## src/rtl/sysref_sync_ctrl_if.sv

```systemverilog
// Bundles the SYSREF sample, software arm/abort controls and status of sysref_sync_ctrl.
// The master side is the capture/software side; the slave side is the controller.
interface sysref_sync_ctrl_if #(
  parameter int CW = 16
);
  logic          sysref_in;
  logic          arm;
  logic          abort;
  logic          sysref_out;
  logic          sysref_edge;
  logic          busy;
  logic          done;
  logic          err;
  logic [1:0]    err_code;
  logic [CW-1:0] meas_period;
  logic [2:0]    state;

  modport master (
    output sysref_in, arm, abort,
    input  sysref_out, sysref_edge, busy, done, err, err_code, meas_period, state
  );

  modport slave (
    input  sysref_in, arm, abort,
    output sysref_out, sysref_edge, busy, done, err, err_code, meas_period, state
  );
endinterface

```

## src/rtl/sysref_sync_ctrl.sv

```systemverilog
// SYSREF sequencing controller: after arm, verifies the PL SYSREF period, then forwards
// FWD_EDGES whole pulses to the converter sync input. Optional macro: SYSREF_TIMEOUT_EN.
module sysref_sync_ctrl #(
  parameter int PERIOD     = 64,
  parameter int TOL        = 1,
  parameter int LOCK_EDGES = 4,
  parameter int FWD_EDGES  = 8,
  parameter int MAX_RETRY  = 3,
`ifdef SYSREF_TIMEOUT_EN
  parameter int TIMEOUT    = 4096,
`endif
  parameter int CW         = 16
) (
  input  logic              pl_clk,
  input  logic              pl_rst,
  sysref_sync_ctrl_if.slave bus
);

  typedef enum logic [2:0] {
    S_IDLE    = 3'd0,
    S_ARM     = 3'd1,
    S_MEASURE = 3'd2,
    S_FORWARD = 3'd3,
    S_DONE    = 3'd4,
    S_ERROR   = 3'd5
  } state_e;

  localparam logic [CW-1:0] CNT_MAX = '1;
  localparam logic [CW-1:0] PER_LO  = CW'((PERIOD > TOL) ? (PERIOD - TOL) : 0);
  localparam logic [CW-1:0] PER_HI  = CW'(PERIOD + TOL);
  localparam logic [7:0]    LOCK_N  = 8'(LOCK_EDGES);
  localparam logic [7:0]    RETRY_N = 8'(MAX_RETRY);
  localparam logic [7:0]    FWD_N   = 8'(FWD_EDGES);

  state_e        state_q;
  logic          sysref_dly_q;
  logic [CW-1:0] cnt_q, cnt_d;
  logic [CW-1:0] meas_period_q;
  logic [7:0]    good_q, retry_q, fwd_q;
  logic          gate_q;
  logic          sysref_out_q, sysref_edge_q;
  logic          done_q, err_q;
  logic [1:0]    err_code_q;

  logic rise, match, busy_w, timeout_hit;

  assign rise   = bus.sysref_in & ~sysref_dly_q;
  assign match  = (cnt_q >= PER_LO) && (cnt_q <= PER_HI);
  assign busy_w = (state_q == S_ARM) || (state_q == S_MEASURE) || (state_q == S_FORWARD);

`ifdef SYSREF_TIMEOUT_EN
  localparam logic [CW-1:0] TMO_LAST = CW'(TIMEOUT - 1);
  logic arm_ok;
  assign arm_ok      = bus.arm & ~bus.abort & ~busy_w;
  assign timeout_hit = busy_w & ~rise & (cnt_q >= TMO_LAST);
`else
  assign timeout_hit = 1'b0;
`endif

  // Period counter: restarts at 1 on every rise so cnt equals the period on the next rise.
  always_comb begin
    cnt_d = cnt_q;
    if (rise) begin
      cnt_d = CW'(1);
`ifdef SYSREF_TIMEOUT_EN
    end else if (arm_ok) begin
      cnt_d = '0;
`endif
    end else if (cnt_q != CNT_MAX) begin
      cnt_d = cnt_q + 1'b1;
    end
  end

  always_ff @(posedge pl_clk) begin
    if (pl_rst) begin
      state_q       <= S_IDLE;
      sysref_dly_q  <= 1'b0;
      cnt_q         <= '0;
      meas_period_q <= '0;
      good_q        <= '0;
      retry_q       <= '0;
      fwd_q         <= '0;
      gate_q        <= 1'b0;
      sysref_out_q  <= 1'b0;
      sysref_edge_q <= 1'b0;
      done_q        <= 1'b0;
      err_q         <= 1'b0;
      err_code_q    <= 2'd0;
    end else begin
      sysref_dly_q  <= bus.sysref_in;
      cnt_q         <= cnt_d;
      sysref_edge_q <= 1'b0;
      // The ARM edge only starts the first period, it is not a measurement.
      if (rise && state_q != S_ARM) meas_period_q <= cnt_q;

      if (bus.abort) begin
        state_q      <= S_IDLE;
        gate_q       <= 1'b0;
        sysref_out_q <= 1'b0;
        done_q       <= 1'b0;
        err_q        <= 1'b0;
        err_code_q   <= 2'd0;
      end else if (timeout_hit) begin
        state_q      <= S_ERROR;
        gate_q       <= 1'b0;
        sysref_out_q <= 1'b0;
        err_q        <= 1'b1;
        err_code_q   <= 2'd3;
      end else begin
        unique case (state_q)
          S_IDLE, S_DONE, S_ERROR: begin
            if (bus.arm) begin
              state_q    <= S_ARM;
              good_q     <= '0;
              retry_q    <= '0;
              fwd_q      <= '0;
              done_q     <= 1'b0;
              err_q      <= 1'b0;
              err_code_q <= 2'd0;
            end
          end
          S_ARM: begin
            if (rise) begin
              state_q <= S_MEASURE;
              good_q  <= '0;
              retry_q <= '0;
            end
          end
          S_MEASURE: begin
            if (rise) begin
              if (match) begin
                good_q <= good_q + 8'd1;
                if (good_q + 8'd1 == LOCK_N) begin
                  state_q <= S_FORWARD;
                  fwd_q   <= '0;
                  gate_q  <= 1'b0;
                end
              end else begin
                good_q  <= '0;
                retry_q <= retry_q + 8'd1;
                if (retry_q + 8'd1 == RETRY_N) begin
                  state_q    <= S_ERROR;
                  err_q      <= 1'b1;
                  err_code_q <= 2'd1;
                end
              end
            end
          end
          S_FORWARD: begin
            if (rise && !match) begin
              state_q      <= S_ERROR;
              gate_q       <= 1'b0;
              sysref_out_q <= 1'b0;
              err_q        <= 1'b1;
              err_code_q   <= 2'd2;
            end else begin
              sysref_out_q <= gate_q & bus.sysref_in;
              if (rise && gate_q) begin
                fwd_q         <= fwd_q + 8'd1;
                sysref_edge_q <= 1'b1;
              end
              // Gate only changes while SYSREF is low, so pulses are never cut.
              if (!bus.sysref_in) begin
                if (fwd_q == FWD_N) begin
                  gate_q  <= 1'b0;
                  state_q <= S_DONE;
                  done_q  <= 1'b1;
                end else begin
                  gate_q <= 1'b1;
                end
              end
            end
          end
          default: state_q <= S_IDLE;
        endcase
      end
    end
  end

  assign bus.sysref_out  = sysref_out_q;
  assign bus.sysref_edge = sysref_edge_q;
  assign bus.busy        = busy_w;
  assign bus.done        = done_q;
  assign bus.err         = err_q;
  assign bus.err_code    = err_code_q;
  assign bus.meas_period = meas_period_q;
  assign bus.state       = state_q;

endmodule

```

## src/flat_wrapper.sv

```systemverilog
// flat-port wrapper written by rule: the top's interface ports become plain ports
module sysref_sync_ctrl_flat 
#(
  parameter int PERIOD     = 64,
  parameter int TOL        = 1,
  parameter int LOCK_EDGES = 4,
  parameter int FWD_EDGES  = 8,
  parameter int MAX_RETRY  = 3,

  parameter int CW         = 16
)
  (pl_clk, pl_rst, bus_sysref_in, bus_arm, bus_abort, bus_sysref_out, bus_sysref_edge, bus_busy, bus_done, bus_err, bus_err_code, bus_meas_period, bus_state);
  sysref_sync_ctrl_if #(.CW(CW)) bus_i ();
  input  logic pl_clk;
  input  logic pl_rst;
  input wire logic [$bits(bus_i.sysref_in)-1:0] bus_sysref_in;
  input wire logic [$bits(bus_i.arm)-1:0] bus_arm;
  input wire logic [$bits(bus_i.abort)-1:0] bus_abort;
  output wire logic [$bits(bus_i.sysref_out)-1:0] bus_sysref_out;
  output wire logic [$bits(bus_i.sysref_edge)-1:0] bus_sysref_edge;
  output wire logic [$bits(bus_i.busy)-1:0] bus_busy;
  output wire logic [$bits(bus_i.done)-1:0] bus_done;
  output wire logic [$bits(bus_i.err)-1:0] bus_err;
  output wire logic [$bits(bus_i.err_code)-1:0] bus_err_code;
  output wire logic [$bits(bus_i.meas_period)-1:0] bus_meas_period;
  output wire logic [$bits(bus_i.state)-1:0] bus_state;
  assign bus_i.sysref_in = bus_sysref_in;
  assign bus_i.arm = bus_arm;
  assign bus_i.abort = bus_abort;
  assign bus_sysref_out = bus_i.sysref_out;
  assign bus_sysref_edge = bus_i.sysref_edge;
  assign bus_busy = bus_i.busy;
  assign bus_done = bus_i.done;
  assign bus_err = bus_i.err;
  assign bus_err_code = bus_i.err_code;
  assign bus_meas_period = bus_i.meas_period;
  assign bus_state = bus_i.state;
  sysref_sync_ctrl #(.PERIOD(PERIOD), .TOL(TOL), .LOCK_EDGES(LOCK_EDGES), .FWD_EDGES(FWD_EDGES), .MAX_RETRY(MAX_RETRY), .CW(CW)) u_core (.pl_clk(pl_clk), .pl_rst(pl_rst), .bus(bus_i));
endmodule
```

## config.mk

```make
export PLATFORM = sky130hd
export DESIGN_NAME = sysref_sync_ctrl_flat
export DESIGN_NICKNAME = d
export VERILOG_FILES = /design/src/rtl/sysref_sync_ctrl_if.sv /design/src/rtl/sysref_sync_ctrl.sv /design/src/flat_wrapper.sv
export SDC_FILE = /design/constraint.sdc
export NUM_CORES = 1
export LEC_CHECK = 0
export ABC_AREA = 1
export CELL_PAD_IN_SITES_DETAIL_PLACEMENT = 0
export CELL_PAD_IN_SITES_GLOBAL_PLACEMENT = 2
export CORE_MARGIN = 3
export CORE_UTILIZATION = 36
export CTS_BUF_LIST = sky130_fd_sc_hd__clkbuf_4 sky130_fd_sc_hd__clkbuf_8
export CTS_CLUSTER_DIAMETER = 30
export CTS_CLUSTER_SIZE = 12
export DETAILED_ROUTE_END_ITERATION = 10
export GPL_TIMING_DRIVEN = 0
export PLACE_DENSITY_LB_ADDON = 0.1
export SLEW_MARGIN = 40
export SYNTH_ARGS = -nofsm -noshare
export SYNTH_HDL_FRONTEND = slang
export SYNTH_SLANG_ARGS = --single-unit
```

## constraint.sdc

```tcl
create_clock -name pl_clk -period 3.75 [get_ports pl_clk]
set_clock_uncertainty 0.05 [all_clocks]
set_input_delay 0.9375 -clock pl_clk [delete_from_list [all_inputs] [get_ports pl_clk]]
set_output_delay 0.9375 -clock pl_clk [all_outputs]
set_load 0.01 [all_outputs]
```

==> flow_summary.ini, run 1 <==
[status]
status = completed

[sta]
setup_ws_ns = 1.11
hold_violations = 0
fin_setup_tns_ns = 0
rsz0062_at_grt = false
min_period_ns = 2.64
timing_worst_slew_pin_value_ns = 0.625
whs_ns = 0.412
drv_slew = 0
setup_viol = 0
finalCritPeriodShare_pct = 70.4
fmax_ghz = 0.379
relSlewSlack_pct = 58.2

[routing]
first_iter_violations = 127
avgViaCountPerCell = 4.74
drt-pass1-iter-count = 4
drt-total-wl_mm = 8.77
drc_errors = 0
wl_per_cell_um = 12.8
vias = 3249
drt.antenna.violating_nets = 0

[synth]
yosys_register_bits = 67
ys_types = 35
async_reset_ff_share_pct = 0
synth_seq_area_share_pct = 37.4
syn_area_um2 = 3580
syn_inst = 513
synth_edf_count = 0
synth_nets = 526
yosysWarningCount = 0
avgSynthCellArea_um2 = 6.99
synth-main-ff-cell = dfxtp_1

[final_layout]
n_antenna_cell = 0
layout_commonest_cell = nand2_1
syn2layout_area_growth_pct = 17.4
final_cells = 686
final_area_um2 = 4210
final_util_pct = 44.5
layout_common_cells = nand2_1 (104), dfxtp_1 (67), nor2_1 (66)
drive_gt1_share_pct = 11.0
num-nets-final = 566

[grt]
grt_pass1_wl_mm = 15.2
grt_usage_pct = 16.7
grt_start_max_net_pins = 11
grt_remaining_overflow = 0
grt_antenna_before_repair = 0
first_global_vias = 3190

[flow_run]
cap_violations = 0

[place]
place_area_um2 = 4040
place_inst = 671
io_buffer_count = 29
hpwl_mm = 6.59
gp_congestion = 0.802
pre_cts_slack_ns = 0.730

[cts]
clock_sinks = 67
cts_setup_buffers = 0
cts_tree = done
numCtsBuffers = 9
cts.htree.levels = 3
clk_pin_slew_ns = 0.07
ctsResizeCount = 0
root_buffer = clkbuf_8
postCtsHoldBufs = 0
clk_latency_ns = 0.34
cts_buffer_depth = 2

[worst_setup_path]
crit_required_ns = 3.98
reg2regPathDepth = 14
path_buf_inv = 4
r2r_slack_ns = 1.62
start_kind = input pin
criticalPathCategory = input pin to flop
path_depth = 8
cp_slowest_stage_delay_ns = 0.54
path_max_fanout = 10
crit_arrival_ns = 2.87
endpoint_kind = flop
path_cells = clkdlybuf4s50_1, inv_2, nor2_8, nand2_1, inv_1, clkbuf_1, o21ai_0, a21oi_1
cp_top_family = buffers and inverters
crit_path_top_delay_cell = clkdlybuf4s50_1

[die]
row_count = 35
die_y_um = 106
initial_core_util_pct = 37.9
coreArea_um2 = 9460
dieArea_um2 = 11200
chipWidth_um = 106
io_pins = 31

[pwr]
p_leak_nw = 1.77
total_power_mw = 1.55
ir_drop_mv = 0.158
cellPowerDensity_nw_per_um2 = 369

[worst_hold_path]
hold_class = flop to flop
min_path_cells = 2
## worst paths after layout
kind                                      to       startpoint
setup reg to reg      u_core.bus.err_code[1]  u_core.cnt_q[0]
hold / removal                u_core.bus.err   u_core.bus.err
setup / recovery  u_core.bus.meas_period[14]    bus_sysref_in
hold reg to reg               u_core.bus.err   u_core.bus.err
## layer usage
layer  up-vias  GRT usage, %  routed length, µm
met5         -             0                  0
met4         0          4.44                 44
met3         2          3.80                210
met2        34          26.6               4140
met1      1470          22.8               4380
li1       1743             -                  -
## state kept, by name, indices dropped and copies added (netlist names)
register                flops
u_core.bus.state            3
u_core.bus.err_code         2
u_core.good_q               8
u_core.bus.sysref_out       1
u_core.fwd_q                8
u_core.bus.err              1
u_core.gate_q               1
u_core.cnt_q               16
u_core.retry_q              8
u_core.sysref_dly_q         1
u_core.bus.done             1
u_core.bus.sysref_edge      1
u_core.bus.meas_period     16
## kinds of logic (layout without fill, tap and decap cells)
| logic type | count (synthesis) | after routing | synth area share (%) |
|---|---|---|---|
| flip-flops | 67 | 67 | 37.4 |
| XOR/XNOR | 9 | 9 | 2.20 |
| AND/OR/NAND/NOR | 267 | 267 | 36.4 |
| buffers and inverters | 81 | 125 | 9.46 |
| adder cells (fa/ha/maj) | 8 | 8 | 2.79 |
| AO/OA/AOI/OAI | 81 | 81 | 11.7 |
## cell type report
type | count | area (µm²)
buffer | 10 | 65.1
clock buffer | 13 | 160
clock inverter | 2 | 12.5
fill | 1016 | 5250
inverter | 71 | 274
multi-input combinational | 365 | 1900
sequential | 67 | 1340
tap | 129 | 161
timing repair buffer | 29 | 290
## cell usage after synthesis, types with 3 or more instances
cell type	count	area, µm²
xnor2_1	3	26.3
nor3_1	7	35.0
nand2_1	104	390
ha_1	8	100
nor2_4	5	56.3
nand3_2	3	30.0
nor2_2	6	37.5
dfxtp_1	67	1340
nor2_1	66	248
a31oi_1	5	31.3
buf_6	3	33.8
o21ai_0	37	185
xor2_1	6	52.6
nand2_2	10	62.6
inv_2	6	22.5
nand4_1	21	131
inv_1	63	236
a21oi_1	35	175
clkbuf_1	5	18.8
nand3_1	34	170
## worst reg2reg max path, delay by kind of cell (launching register included)
| family | cells | cell delay (ns) |
|---|---|---|
| and+or+nand+nor | 9 | 1.02 |
| AOI/OAI and AO/OA | 1 | 0.05 |
| adders and majority gates | 1 | 0.20 |
| buffers and inverters | 3 | 0.28 |
| DFF | 1 | 0.41 |
## power by group
group | internal, mW | switching (mW)
Combinational | 0.0947 | 0.147
Sequential | 0.739 | 0.0218
Clock | 0.276 | 0.274
(Power assumes the default switching activity.)
==> inputs of run 2 (changes only) <==
Settings changed: CORE_UTILIZATION 36 to 31.
Clock period 3.75 ns to 2.3 ns, I/O delays scaled along.
==> run 2 against run 1 <==
Compared with the run above:
- design area rose by 1.5%
- final cell count increased by 1.7%
- clock power up 72%
- global-route usage shrank 1.1 points
- hold slack about the same
- setup slack worse by 0.95 ns
==> flow_summary.ini, run 2 (same netlist as run 1, synthesis figures left out) <==
[final_layout]
drive_gt1_share_pct = 12.5
final_area_um2 = 4270
final-seq-area_um2 = 1350
layout_common_cells = nand2_1 (104), nor2_1 (64), dfxtp_1 (64)
num-nets-final = 567
layout_commonest_cell = nand2_1
syn2layout_area_growth_pct = 19.1
final_util_pct = 38.5
fillers = 1235
final_cells = 698
n_antenna_cell = 0
multi_input_area_um2 = 1930

[grt]
grt_start_max_net_pins = 11
grt_usage_pct = 15.6
first_global_vias = 3266
grt_pass1_wl_mm = 15.9
grt_remaining_overflow = 0
grt_antenna_before_repair = 0

[worst_setup_path]
r2r_start = u_core.good_q[0]
start_kind = flop
reg2reg_to = u_core.fwd_q[6]
r2r_slack_ns = 0.26
endpoint_kind = output pin
crit_arrival_ns = 1.51
reg2regPathDepth = 13
path_max_fanout = 4
criticalPathCategory = flop to output pin
crit_required_ns = 1.67

[die]
initial_core_util_pct = 32.4
coreArea_um2 = 11100
row_count = 38
io_pins = 31
chipWidth_um = 114
die_y_um = 114
dieArea_um2 = 12900

[cts]
postCtsHoldBufs = 0
cts.htree.levels = 3
clk_pin_slew_ns = 0.07
cts_buffer_depth = 2
clk_latency_ns = 0.36
numCtsBuffers = 9
root_buffer = clkbuf_8
cts_tree = done
clock_sinks = 67

[status]
status = completed

[worst_hold_path]
worstHoldEndpoint = u_core.bus.err
hold_start = u_core.bus.err
hold_class = flop to flop
min_path_cells = 2

[pwr]
ir_drop_mv = 0.344
cellPowerDensity_nw_per_um2 = 607
total_power_mw = 2.59
p_leak_nw = 1.80

[routing]
drc_errors = 0
drt-total-wl_mm = 9.16
wl_met1_mm = 4.38
drt-pass1-iter-count = 4
wl_per_cell_um = 13.1
avgViaCountPerCell = 4.71
vias = 3289
wl_met2_mm = 4.31
first_iter_violations = 134
drt.antenna.violating_nets = 0
wl_met3_um = 356
maxUsedRoutingLayer = met4

[sta]
rsz0062_at_grt = false
fmax_ghz = 0.468
drv_slew = 0
timing_worst_slew_pin_value_ns = 0.627
relSlewSlack_pct = 58.0
finalCritPeriodShare_pct = 93.0
whs_ns = 0.412
hold_violations = 0
setup_viol = 0
min_period_ns = 2.14

[place]
hpwl_mm = 6.91
gp_congestion = 0.760
io_buffer_count = 29
place_inst = 682
place_area_um2 = 4050

[flow_run]
cap_violations = 0
[run 2: cell count changes in the layout (fill, tap and decap cells not counted), sizes merged]
cell / before / now
dlymetal6s2s: 0 / 1
buf: 4 / 5
clkinvlp: 1 / 0
clkdlybuf4s50: 29 / 28
clkinv: 1 / 2
[run 2: final cells by class]
cell class | count | area share [%]
multi-input combinational | 365 | 45.1
clock inverter | 2 | 0.234
timing repair buffer | 30 | 7.03
inverter | 71 | 6.42
sequential | 67 | 31.5
buffer | 10 | 1.58
tap | 140 | 4.10
clock buffer | 13 | 4.04
[run 2: worst max-delay path by stage]
| stage | to | cells past startpoint | slack (ns) | from |
|---|---|---|---|---|
| after detailed placement | u_core.bus.meas_period[12] | 8 | -0.31 | bus_sysref_in |
| final | bus_busy | 4 | 0.16 | u_core.bus.state[2] |
| after floorplan | u_core.fwd_q[3] | 10 | 0.52 | bus_sysref_in |
| after global placement | u_core.bus.meas_period[15] | 8 | -0.32 | bus_sysref_in |
| after CTS | bus_busy | 3 | 0.04 | u_core.bus.state[1] |
| after global routing | bus_busy | 4 | 0.009 | u_core.bus.state[2] |
[run 2: worst max-delay path, stage by stage, from the launching register on]
cell and delay, ns:
dfxtp_1 0.33, inv_1 0.11, nand2_2 0.10, nand2_1 0.08, clkdlybuf4s50_1 0.53
[run 2: timing repair]
item / in CTS / in global routing
setup buffers: 0 / 1
pin swaps: 0 / 2
endpoints found under the hold margin: 0 / 0
resized for setup: 1 / 13
setup endpoints to repair: 1 / 30
cloned: 0 / 0
[run 2: power by group]
group          internal, mW  leakage [nW]  total [mW]  switching [mW]
sequential             1.21         0.545        1.24          0.0346
combinational         0.160          1.16       0.407           0.247
clock                 0.483        0.0987       0.945           0.462
total                  1.85          1.80        2.59           0.744
[run 2: per-layer routing]
layer / vias up / GRT usage, %
met5: - / 0
met4: 0 / 4.25
met3: 10 / 5.41
met2: 44 / 25.2
met1: 1494 / 19.9
li1: 1741 / -
[run 2: per-stage QoR]
stage | setup TNS (ns) | setup WS [ns]
floorplan | 0 | 0.519
global placement | -11.19 | -0.318
detailed placement | -10.35 | -0.315
CTS | 0 | 0.0410
global route | 0 | 0.00949
finish | 0 | 0.161
